File: src/rtl/div_arbiter.sv
// Round-robin share of one iterative divider among N requesters, one operation in flight; grant->div_valid_in 1 cycle, result->rsp_valid 1 cycle.
// Backpressure: stalls in ISSUE on div_ready_out and in RESP on rsp_ready[owner]; no grants outside IDLE.
module div_arbiter #(
  parameter int N   = 4,
  parameter int W   = 32,
  parameter int IDW = $clog2(N)
) (
  input  logic           clk,
  input  logic           rst,
  input  logic [N-1:0]   req_valid,
  output logic [N-1:0]   req_ready,
  input  logic [N*W-1:0] req_dividend,
  input  logic [N*W-1:0] req_divisor,
  output logic [N-1:0]   rsp_valid,
  input  logic [N-1:0]   rsp_ready,
  output logic [W-1:0]   rsp_quotient,
  output logic [W-1:0]   rsp_remainder,
  output logic           div_valid_in,
  input  logic           div_ready_out,
  output logic [W-1:0]   div_dividend,
  output logic [W-1:0]   div_divisor,
  input  logic           div_valid_out,
  output logic           div_ready_in,
  input  logic [W-1:0]   div_quotient,
  input  logic [W-1:0]   div_remainder,
  output logic           busy,
  output logic [IDW-1:0] owner
);

  localparam int CW = IDW + 1;

  typedef enum logic [1:0] {IDLE, ISSUE, WAIT, RESP} state_t;

  typedef struct packed {
    logic [W-1:0] dividend;
    logic [W-1:0] divisor;
  } op_t;

  typedef struct packed {
    logic [W-1:0] quotient;
    logic [W-1:0] remainder;
  } res_t;

  state_t         state;
  logic [IDW-1:0] rr_ptr;
  op_t            op_q;
  res_t           res_q;

  logic           grant_any;
  logic [IDW-1:0] grant_idx;
  logic [IDW-1:0] next_ptr;
  logic [CW-1:0]  cand;
  op_t            grant_op;
  logic [N-1:0]   owner_oh;

  // First valid requester at or after rr_ptr, wrapping explicitly at N (N need not be a power of two).
  always_comb begin
    grant_any = 1'b0;
    grant_idx = '0;
    cand      = '0;
    for (int k = 0; k < N; k++) begin
      cand = {1'b0, rr_ptr} + CW'(k);
      if (cand >= CW'(N)) begin
        cand = cand - CW'(N);
      end
      if (!grant_any && req_valid[cand[IDW-1:0]]) begin
        grant_any = 1'b1;
        grant_idx = cand[IDW-1:0];
      end
    end
  end

  always_comb begin
    grant_op = '0;
    for (int i = 0; i < N; i++) begin
      if (grant_idx == IDW'(i)) begin
        grant_op.dividend = req_dividend[i*W +: W];
        grant_op.divisor  = req_divisor[i*W +: W];
      end
    end
  end

  assign next_ptr = (grant_idx == IDW'(N - 1)) ? '0 : grant_idx + 1'b1;

  always_comb begin
    owner_oh        = '0;
    owner_oh[owner] = 1'b1;
  end

  always_comb begin
    req_ready = '0;
    if (state == IDLE && grant_any && !rst) begin
      req_ready[grant_idx] = 1'b1;
    end
  end

  always_ff @(posedge clk) begin
    if (rst) begin
      state        <= IDLE;
      rr_ptr       <= '0;
      owner        <= '0;
      op_q         <= '0;
      res_q        <= '0;
      busy         <= 1'b0;
      div_valid_in <= 1'b0;
      div_ready_in <= 1'b0;
      rsp_valid    <= '0;
    end else begin
      case (state)
        IDLE: begin
          if (grant_any) begin
            op_q         <= grant_op;
            owner        <= grant_idx;
            rr_ptr       <= next_ptr;
            state        <= ISSUE;
            busy         <= 1'b1;
            div_valid_in <= 1'b1;
          end
        end
        ISSUE: begin
          if (div_ready_out) begin
            state        <= WAIT;
            div_valid_in <= 1'b0;
            div_ready_in <= 1'b1;
          end
        end
        WAIT: begin
          if (div_valid_out) begin
            res_q.quotient  <= div_quotient;
            res_q.remainder <= div_remainder;
            state           <= RESP;
            div_ready_in    <= 1'b0;
            rsp_valid       <= owner_oh;
          end
        end
        RESP: begin
          if (|(rsp_valid & rsp_ready)) begin
            state     <= IDLE;
            rsp_valid <= '0;
            busy      <= 1'b0;
          end
        end
        default: state <= IDLE;
      endcase
    end
  end

  assign div_dividend  = op_q.dividend;
  assign div_divisor   = op_q.divisor;
  assign rsp_quotient  = (state == RESP) ? res_q.quotient : '0;
  assign rsp_remainder = (state == RESP) ? res_q.remainder : '0;

endmodule

File: config.mk
export PLATFORM = sky130hd
export DESIGN_NAME = div_arbiter
export DESIGN_NICKNAME = d
export VERILOG_FILES = /design/src/rtl/div_arbiter.sv
export SDC_FILE = /design/constraint.sdc
export NUM_CORES = 1
export LEC_CHECK = 0
export CAP_MARGIN = 5
export CORE_AREA = 2 2 186 188
export CTS_BUF_LIST = sky130_fd_sc_hd__clkbuf_4
export CTS_CLUSTER_SIZE = 12
export DETAILED_ROUTE_END_ITERATION = 8
export DIE_AREA = 0 0 188 190
export DONT_BUFFER_PORTS = 1
export PLACE_DENSITY = 0.48
export SLEW_MARGIN = 25
export SYNTH_ARGS = -nofsm -noshare
export SYNTH_HDL_FRONTEND = slang
export SYNTH_SLANG_ARGS = --single-unit
File: constraint.sdc
create_clock -name clk -period 8.2 [get_ports clk]
set_clock_uncertainty 0.15 [all_clocks]
set_input_delay 1.64 -clock clk [delete_from_list [all_inputs] [get_ports clk]]
set_output_delay 1.64 -clock clk [all_outputs]
set_load 0.005 [all_outputs]
Word-level counts from Yosys, hierarchy flattened. Index checks and enable logic that the tools add are counted.

$add $sub $neg: 8. $lt $le $gt $ge: 12. Equal/unequal tests: 10. Mux-type cells: 48. Bitwise logic cells: 1. Reductions and logical operators: 25.

Operators by type and width (count): $mux 64 (4); $mux 32 (2); $mux 2 (13); $lt 2x3->1 const B (6); $mux 1 (15); $mux 4 (3); $reduce_and 3->1 (4); $ge 3x3->1 const B (3); $bmux 1 s2 (4); $eq 2x2->1 const B (4); $ne 2x2->1 const B (4); $pmux 2 s4 (1); $pmux 4 s2 (1); $reduce_bool 2->1 (4); $sub 2x1->2 const B (4); $logic_and 1x1->1 (7); $add 2x2->3 const B (2); $pmux 1 s2 (3); $and 4x4->4 (1); $demux 1 s2 (2); $eq 2x1->1 const B (2); $ge 2x1->1 const B (2); $logic_not 1->1 (4); $logic_not 2->1 (2); 6 further kinds (7).

Bits in registers: 141. Input port bits: 332.

Logic depth before layout (Yosys ltp). Gate-level depths: netlist of run 1.

Depth in word-level cells: 19. Mapped depth: 11. Depth with buffers taken out: 9.

Least setup slack after synthesis of run 1. No wires, ideal clock.

Kind: input-to-output. Start point: input port req_valid[2]. End point: output port req_ready[3]. Arrival: 3393 ps. Data required time: 6410 ps. Path slack: 3017 ps. Stages: 8. Path through: nor2b_1 a21o_1 a221oi_1 and2_1 ha_1 clkbuf_1 clkbuf_1 and2_1.

Word-level cells in the longest chain between the ends: 17.

Ends and longest elaborated chain: start: declaration (line 10) `input logic [N-1:0] req_valid,`; $bmux 1 s2 (line 66) `if (!grant_any && req_valid[cand[IDW-1:0]]) begin`; $mux 1 (not written as such) (line 66); $mux 1 (line 66); $logic_not 1->1 (line 66); $logic_and 1x1->1 (line 66); $mux 1 (line 66); $logic_not 1->1 (line 66); $logic_and 1x1->1 (line 66); [2 not listed]; $logic_and 1x1->1 (line 66); $mux 2 (*) (line 66); via grant_idx[0] (line 50) `logic [IDW-1:0] grant_idx;`; $lt 2x3->1 (not written as such) / $ge 2x1->1 (equally long branches) (line 93) `req_ready[grant_idx] = 1'b1;`; $logic_and 1x1->1 (not written as such) (line 93); $mux 1 (not written as such) (line 93); $demux 1 s2 (*) (line 93); $mux 4 (*) (line 92) `if (state == IDLE && grant_any && !rst) begin`; end: declaration (line 11) `output logic [N-1:0] req_ready,`.

The timed path passes the listed nets; every way through them passes the cells marked *. The select of a mux whose other input is x is not followed.

Worst setup path after layout of run 1.
Start point: input port req_valid[2]. End point: output port req_ready[1].

Word-level cells in the longest chain between the ends: 17.

Ends and longest elaborated chain (line): $bmux 1 s2 (66); $mux 1 (not written as such) (66); $mux 1 (66); $logic_not 1->1 (66); $logic_and 1x1->1 (66); $mux 1 (66); $logic_not 1->1 (66); $logic_and 1x1->1 (66); $mux 1 (66); $logic_not 1->1 (66); $logic_and 1x1->1 (66); $mux 2 (66); $lt 2x3->1 (not written as such) / $ge 2x1->1 (equally long branches) (93); $logic_and 1x1->1 (not written as such) (93); $mux 1 (not written as such) (93); $demux 1 s2 (93); $mux 4 (*) (92).

Mark *: on every way between the ends. The rest lies on a longest branch, timed or not. The select of a mux whose other input is x is not followed.

==> impl_results.md, run 1 <==
* Grt ovf at 0
* Most numerous cell in the Yosys netlist: dfxtp_1
* Area Overhead vs Synth at 8.078%
* Iteration-0 DRC Markers at 395
* FF-to-FF path depth at 8
* Synth async-reset ratio at 0%
* Post-Route WL at 29.61 mm
* Final #Nets at between 1000 and 1500
* Die Ht at between 150 and 200 um
* Final Power at about 0.0033 W
* Largest cells by area after synthesis: dfxtp_1 37%, a21oi_1 8.9%, a221oi_1 7.4%
* Final Hold Vio Count at 0
* Post-synth design cell area at 7714 sq um
* Top-level I/O count at 473
* Final Cycle Share at between 60% and 70%
* Final GP Congestion at 0.8022
* DP HPWL at roughly 21 mm
* Detailed-route via count at 7331
* Cells after Synth at 1037
* CP max FO at approximately 70
* Worst-Margin Slew at 0.8773 ns
* Cell leakage power at 2.915 nW
* R2r setup slk at 4.48 ns
* Crit-path slowest cell: nand2_4
* Wire per inst at between 20 and 25 um
* Max Fclk at 193.0 MHz
* Drt pass-1 iters at 5
* Hold depth at 2
* Synth Flop Type: dfxtp_1
* Net Count, Synth at 1378
* Insertion delay to the later sink of the worst-skew pair at 0.63 ns
* Number of buffers inserted by post-CTS setup repair at 0
* Setup violators final at 0
* Slew headroom at 41.51%
* Cells along the critical path: or4_4 > nand2_4 > nor2_1 > and2_1
* Critical path buffers and inverters at 0
* Area leader, netlist: dfxtp_1
* CTS tree: yes
* Hold Path End: res_q[37]
* First-pass GRT wire length at 43.09 mm
* Htree depth at 4
* Slowest stage delay, CP at 0.66 ns
* Cell area after layout at 8337 sq um
* Residual DRC count at 0
* Post-synth top area share at 36.59%
* Core area at 33950 sq um
* WP data required at 6.41 ns
* Initial antenna violation count at 3
* Via-to-Cell Ratio at 5.105
* Layout cells sized above 1 at 6.237%
* GRT Util Overall at 15.93%
* Die area at around 36000 sq um
* Clk sink count at ~140
* RR Endpoint: div_dividend[28]
* Starting Density at 22.72%
* Vias in the first global route at 7012
* Register area share after synthesis at 36.59%
* Critical path capture point type: output port
* Port Buf Inserts at 0
* Power Density at 391.6 nW/um^2
* DP Area at 7973 sq um
* Seq cells post-synth at 141
* CP Class: in -> out
* RSZ-0062 raised after global routing: false
* Final Max Tran Viols at 0
* Delay-heaviest family, CP: simple AND/OR/NAND/NOR gates
* Synth Warn # at 0
* Status: finished, final reports clean
* CP startpoint kind: input port
* Post-synth EDFFs at 0
* Antenna viol nets, final at 0
* Chip width at 188 um
* Critical R2R Launch: rr_ptr[1]
* Setup_tns at 0 ns
* Crit path arrival time at approximately 3.4 ns
* Post-layout minimum cycle time at 5.180 ns
* Top cells by count, synth: 141 x dfxtp_1, 138 x nand2_1, 137 x a21oi_1
* Avg Inst Size Synth at roughly 7.4 sq um
* Num rows at 68
* Clock Pin Slew Worst Setup and Hold Paths at 0.11 ns
* Root Buffer: clkbuf_4
* Max cap viols at 0
* CTS buffer count at 17
* CTS max path bufs at 2
* Worst hold start: res_q[37]
* # hold bufs at CTS at 0
* VDD IR max at roughly 0.14 mV
* Largest net degree at the start of global routing at about 140
* Unique masters post-synth at 39
* Hold WC Path Type: reg -> reg
* Cts repair resizes at 0
## report_power, final
| group | switching (W) | internal, W | total [W] |
|---|---|---|---|
| logic | 0.00105 | 0.000629 | 0.00168 |
| clock network | 0.000295 | 0.000282 | 0.000576 |
| registers | 0.000149 | 0.000858 | 0.00101 |
| total | 0.00150 | 0.00177 | 0.00326 |
## metal layers
metal	up-vias	track usage (%)	part of all wire (%)
li1	3476	-	-
met3	38	5.571	9.2
met4	0	6.420	2.3
met5	-	0	0
met1	3459	17.81	39
met2	358	27.63	49
## through the flow
step           hold WS [ns]  std cells  worst slack (ns)  utilization (%)
2_1_floorplan        0.2817       1037             3.017                -
3_3_place_gp         0.2842       1400             2.576            23.45
3_5_place_dp         0.2891       1401             3.019            23.49
4_1_cts              0.3073       1433             3.019            24.54
5_1_grt              0.3242       1436             2.950            24.56
6_report             0.3066       1436             3.020            24.56
## final cells by class
cell class | instances | area, sq um
antenna | 3 | 7.507
tap | 455 | 569.3
clock buffer | 19 | 142.6
timing repair buffer | 11 | 80.08
clock inverter | 13 | 214.0
inverter | 71 | 266.5
sequential | 141 | 2823
fill | 3780 | 25610
multi-input combinational | 723 | 4234
## placed cells by master, fill, tap and decap left out, types with 10 or more instances in the layout
cell,n
nand3b_1,64
nor3_1,65
inv_1,71
buf_4,10
and2_1,69
nand2_1,137
clkbuf_4,19
a221oi_1,65
nor2_1,71
a211oi_1,65
dfxtp_1,141
a21oi_1,137
## flip-flops by register name (all words and copies together), names as in the netlist
name          flops
div_valid_in      1
rr_ptr            2
state             2
rsp_valid         4
res_q            64
div_ready_in      1
div_dividend     32
owner             2
busy              1
div_divisor      32
## worst register-to-register path, stage by stage (launching register included)
cell and delay, ns:
dfxtp_1 0.43, a21oi_1 0.11, o31ai_1 0.61, ha_2 0.58
buf_4 0.59, nand3b_1 0.29, a221oi_1 0.59, a211oi_1 0.11
nor3_1 0.19
## kinds of logic (layout without fill, tap and decap cells)
logic type,count (synthesis),count (layout),share of synthesized area (%)
AOI/OAI and AO/OA,284,284,24.36
adders and majority gates,9,9,1.460
and+or+nand+nor,428,428,28.13
other,0,3,0
muxes,2,2,0.2595
DFF,141,141,36.59
buffers and inverters,173,114,9.197
## how the worst max path moves through the flow
stage                     cells after the start    startpoint  slack (ns)            to
after floorplan                               8  req_valid[2]        3.02  req_ready[3]
after global placement                        6  req_valid[2]        2.58  req_ready[0]
after detailed placement                      4  req_valid[2]        3.02  req_ready[1]
after CTS                                     4  req_valid[2]        3.02  req_ready[1]
after global routing                          4  req_valid[2]        2.95  req_ready[0]
final                                         4  req_valid[2]        3.02  req_ready[1]
(Power assumes the default switching activity.)
==> inputs of run 2 (changes only) <==
Clock period 8.2 ns to 5.4 ns, I/O delays scaled along.
==> impl_results.md, run 2 (synthesized netlist as in run 1, its figures left out) <==
* Detailed-route via count at about 7300
* Iteration-0 DRC Markers at 476
* Num rows at between 60 and 70
* Crit path arrival time at 2.76 ns
* Cell leakage power at 2.882 nW
* Setup_tns at 0 ns
* CP startpoint kind: input port
* Critical path capture point type: output port
* Clk sink count at around 140
* GRT Util Overall at 15.67%
* Final Cycle Share at 73.92%
* Hold depth at 2
* Worst-Margin Slew at 0.8990 ns
* Grt ovf at 0
* FF-to-FF path depth at 8
* CTS tree: yes
* Core area at between 30000 and 40000 sq um
* CP Class: in -> out
* Critical R2R Launch: rr_ptr[1]
* Residual DRC count at 0
* Slew headroom at 40.07%
* Max cap viols at 0
* # hold bufs at CTS at 0
* Root Buffer: clkbuf_4
* Layout cells sized above 1 at 5.544%
* DP HPWL at 20.93 mm
* Final Max Tran Viols at 0
* First-pass GRT wire length at 42.52 mm
* Final Hold Vio Count at 0
* Status: finished, final reports clean
* Most frequent cells in the layout: 141 x dfxtp_1, 137 x a21oi_1, 137 x nand2_1, 71 x inv_1, 71 x nor2_1
* Vias in the first global route at just under 7000
* Cells along the critical path: nor2b_1 > a21o_1 > a221oi_1 > and2_1 > ha_4 > and2_1
* RR Endpoint: div_divisor[24]
* Max FFs per register at 64
* Critical path buffers and inverters at 0
* Placed cells at 1399
* Area Overhead vs Synth at 7.445%
* Htree depth at 4
* Post-Route WL at 29.62 mm
* Most common cell after layout, fill and taps aside: dfxtp_1
* Hold WC Path Type: reg -> reg
* Most used cell, CP: and2_1
* WP data required at 4.17 ns
* Die Ht at 190 um
* Setup violators final at 0
* VDD IR max at 0.2531 mV
* CP Launch Point: req_valid[2]
* Via-to-Cell Ratio at 5.084
* Final design utilization at approximately a quarter
* Hold Path End: res_q[1]
* Delay-heaviest family, CP: compound AO/OA/AOI/OAI gates
* Post-layout minimum cycle time at 3.992 ns
* CTS max path bufs at 2
* Wire per inst at 20.65 um
* Final hold slack at 0.3051 ns
* Initial antenna violation count at 5
* Insertion delay to the later sink of the worst-skew pair at 0.57 ns
* Fin cells at 1434
* Port Buf Inserts at 0
* CP max FO at 13
* Top-level I/O count at 473
* Clock Pin Slew Worst Setup and Hold Paths at 0.11 ns
* Chip width at ~190 um
* Crit-path slowest cell: a221oi_1
* R2r setup slk at 2.16 ns
* Die area at 35720 sq um
* Drt pass-1 iters at 5
* CTS buffer count at 17
* Power Density at 579.0 nW/um^2
* Cts repair resizes at 0
* RSZ-0062 raised after global routing: false
* Reg with most FFs: res_q
* Starting Density at 22.72%
* Max Fclk at 250.5 MHz
* Largest net degree at the start of global routing at approximately 140
* Antenna viol nets, final at 0
* Worst hold start: res_q[1]
* Final #Nets at 1304
* Final GP Congestion at around 0.83
* Number of buffers inserted by post-CTS setup repair at 0
* Fill cells at 3823
* Slowest stage delay, CP at roughly 0.54 ns
==> run 2: changes by cell type in the layout (fill, tap and decap cells not counted), sizes merged <==
| cell | delta |
|---|---|
| buf | -2 |
| inv | -1 |
| diode | +2 |
| clkinvlp | -1 |
| clkinv | +4 |
| clkbuf | -2 |
| bufinv | -2 |
==> run 2: how the worst max path moves through the flow <==
stage,endpoint,cells after the start
4_1_cts,req_ready[1],6
3_5_place_dp,div_divisor[24],9
5_1_grt,req_ready[1],6
2_1_floorplan,req_ready[3],8
3_3_place_gp,div_divisor[24],9
6_report,req_ready[1],6
==> run 2: through the flow <==
step | total power (W) | setup WS (ns) | cell area, sq um
5_1_grt | 0.005218 | 1.282 | 8288
6_report | 0.004799 | 1.408 | 8288
3_5_place_dp | 0.004126 | 1.360 | 7998
3_3_place_gp | 0.004085 | 1.360 | 7991
4_1_cts | 0.004899 | 1.356 | 8275
2_1_floorplan | 0.003533 | 1.337 | 7714
==> run 2: worst register-to-register path: stages (launching register included) <==
cell      delay [ns]
dfxtp_1         0.44
a21oi_1         0.11
o31ai_1         0.65
ha_2            0.33
buf_4           0.55
nand3b_1        0.31
a221oi_1        0.36
a211oi_1        0.11
nor3_1          0.20
==> run 2: power breakdown <==
group	leakage, nW	internal [W]	switching, W
combinational	1.58	0.000977	0.00156
clock	0.150	0.000311	0.000423
sequential	1.16	0.00130	0.000226
total	2.88	0.00259	0.00221
==> run 2: metal layers <==
layer  routed length (um)  global-route usage [%]  vias up
li1                     -                       -     3482
met1                11780                   17.77     3377
met2                14340                   25.99      388
met3                 2569                   5.774       44
met4                  932                   7.723        0
met5                    0                       0        -
==> run 2: final cells by class <==
type / instances / area, sq um / share of cell area, %
Multi-Input combinational cell: 723 / 4234 / 51.09
Tap cell: 455 / 569.3 / 6.869
Sequential cell: 141 / 2823 / 34.06
Antenna cell: 5 / 12.51 / 0.1510
Clock buffer: 17 / 127.6 / 1.540
Clock inverter: 13 / 150.1 / 1.812
Timing Repair Buffer: 9 / 105.1 / 1.268
Inverter: 71 / 266.5 / 3.216
==> inputs of run 3 (changes only) <==
Settings changed: ABC_AREA set to 1, CORE_AREA 2 2 186 188 to 2 2 183 185, DIE_AREA 0 0 188 190 to 0 0 185 187, PLACE_DENSITY 0.48 to 0.49.
Clock period 5.4 ns to 4.1 ns, I/O delays scaled along.
==> impl_results.md, run 3 <==
* Cts repair resizes at 0
* Die area at ~35000 sq um
* Final WS setup at 0.4119 ns
* VDD IR max at 0.6337 mV
* Die Ht at between 150 and 200 um
* CTS max path bufs at 2
* Initial antenna violation count at 12
* Reg with most FFs: res_q
* Worst slack at placement at 0.6288 ns
* Cells after Synth at 1345
* Max FFs per register at 64
* CTS buffer count at 17
* RSZ-0062 raised after global routing: false
* Detailed-route via count at 8181
* Via-to-Cell Ratio at 4.670
* Cells along the critical path: inv_4 > nand2_1 > nand2_1 > nand2_2 > nand2_2 > nor2_4 > nand3_2 > nand3_1 > inv_1 > ha_1 > inv_4 > nor2_1
* Area leader, netlist: dfxtp_1
* Drt pass-1 iters at 5
* Register area share after synthesis at 35.80%
* Worst-Margin Slew at 0.7518 ns
* Starting Density at 23.99%
* Cell leakage power at 4.316 nW
* Largest cells by area after synthesis: dfxtp_1 36%, nand2_1 20%, nor2_1 13%
* Area Overhead vs Synth at 9.030%
* Port Buf Inserts at 0
* Critical path capture point type: output port
* # hold bufs at CTS at 0
* Final Max Tran Viols at 0
* Iteration-0 DRC Markers at 358
* Grt ovf at 0
* Top cells by count, synth: 428 x nand2_1, 273 x nor2_1, 197 x o21ai_0
* Wire per inst at 17.35 um
* Vias in the first global route at 7365
* Status: finished, final reports clean
* GRT Util Overall at between 15 and 20%
* Largest net degree at the start of global routing at roughly 130
* Delay-heaviest family, CP: simple AND/OR/NAND/NOR gates
* Clk sink count at 141
* Clock Pin Slew Worst Setup and Hold Paths at 0.13 ns
* First-pass GRT wire length at around 44 mm
* Max cap viols at 0
* Post-synth design cell area at 7884 sq um
* Post-synth top area share at between 30% and 40%
* Residual DRC count at 0
* Final Cycle Share at around nine tenths
* Top-level I/O count at 473
* Number of buffers inserted by post-CTS setup repair at 0
* Final Hold Vio Count at 0
* DP HPWL at 23.00 mm
* Seq cells post-synth at 141
* Insertion delay to the later sink of the worst-skew pair at 0.58 ns
* Post-layout minimum cycle time at 3.688 ns
* Layout cells sized above 1 at 4.703%
* CP Class: reg -> out
* Post-Route WL at 30.39 mm
* Most frequent cells in the layout: 428 x nand2_1, 272 x nor2_1, 197 x o21ai_0, 141 x dfxtp_1, 91 x inv_1
* Power Density at 1016 nW/um^2
* Chip width at roughly 190 um
* Crit-path slowest cell: dfxtp_1
* Num rows at 67
* Slew headroom at between 40 and 50%
* Post-synth EDFFs at 0
* Slowest stage delay, CP at 0.57 ns
* Antenna viol nets, final at 0
* Hold WC Path Type: in -> reg
* Most common cell after layout, fill and taps aside: nand2_1
* Final GP Congestion at 0.8797
* CTS tree: yes
* Synth async-reset ratio at 0%
* Core area at 32860 sq um
* Final #Nets at 1627
* CP max FO at 24
* Net Count, Synth at 1686
* Most numerous cell in the Yosys netlist: nand2_1
* Crit path arrival time at 2.72 ns
* Setup_tns at 0 ns
* Synth Flop Type: dfxtp_1
* Root Buffer: clkbuf_4
* Final Power at 0.008730 W
* WP data required at between 3 and 4 ns
* Unique masters post-synth at 24
* Max Fclk at 271.1 MHz
* Setup violators final at 0
* CP startpoint kind: flip-flop
* Htree depth at 4
* Final design utilization at 26.16%
* Fill cells at 3830
* Avg Inst Size Synth at around 6 sq um
* Synth Warn # at 0
* Critical path buffers and inverters at 3
[run 3: per-layer routing]
| layer | wire (um) | global-route usage, % | part of all wire (%) | vias to the layer above |
|---|---|---|---|---|
| li1 | - | - | - | 4086 |
| met1 | 12010 | 18.70 | 40 | 3670 |
| met2 | 14570 | 28.22 | 48 | 382 |
| met3 | 3220 | 6.737 | 11 | 35 |
| met4 | 539 | 6.471 | 1.8 | 8 |
| met5 | 57 | 0 | 0.19 | - |
[run 3: per-stage QoR]
step / std cells / hold slack, ns / area (sq um)
floorplan: 1345 / 0.2873 / 7884
finish: 1752 / 0.1344 / 8596
CTS: 1745 / 0.02101 / 8578
global route: 1751 / 0.05158 / 8593
detailed placement: 1715 / 0.3203 / 8245
global placement: 1715 / 0.3105 / 8245
[run 3: power breakdown]
group,switching [W],internal [W]
Combinational,0.00362,0.00185
Sequential,0.000378,0.00179
Clock,0.000548,0.000553
[run 3: path summary, 6_finish.rpt]
path	endpoint	startpoint	slack [ns]	cells after the start
setup / recovery	req_ready[3]	rr_ptr[0]	0.41	12
hold / removal	rr_ptr[0]	rst	0.13	1
hold reg to reg	rsp_valid[3]	rsp_valid[3]	0.34	2
setup reg to reg	div_divisor[2]	rr_ptr[0]	0.71	18
[run 3: kinds of logic (layout without fill, tap and decap cells)]
family,after synthesis,after routing,synth area share (%)
AOI/OAI and AO/OA,274,274,17.46
buffers and inverters,191,143,9.729
other,0,7,0
DFF,141,141,35.80
and+or+nand+nor,730,730,35.58
adders and majority gates,9,9,1.428
[run 3: layout make-up]
| type | count | area (sq um) | area share [%] |
|---|---|---|---|
| multi-input combinational | 1013 | 4309 | 50.13 |
| sequential | 141 | 2823 | 32.84 |
| tap | 448 | 560.5 | 6.521 |
| inverter | 98 | 377.9 | 4.396 |
| clock inverter | 11 | 190.2 | 2.213 |
| timing repair buffer | 15 | 175.2 | 2.038 |
| clock buffer | 19 | 142.6 | 1.659 |
| antenna | 7 | 17.52 | 0.2038 |
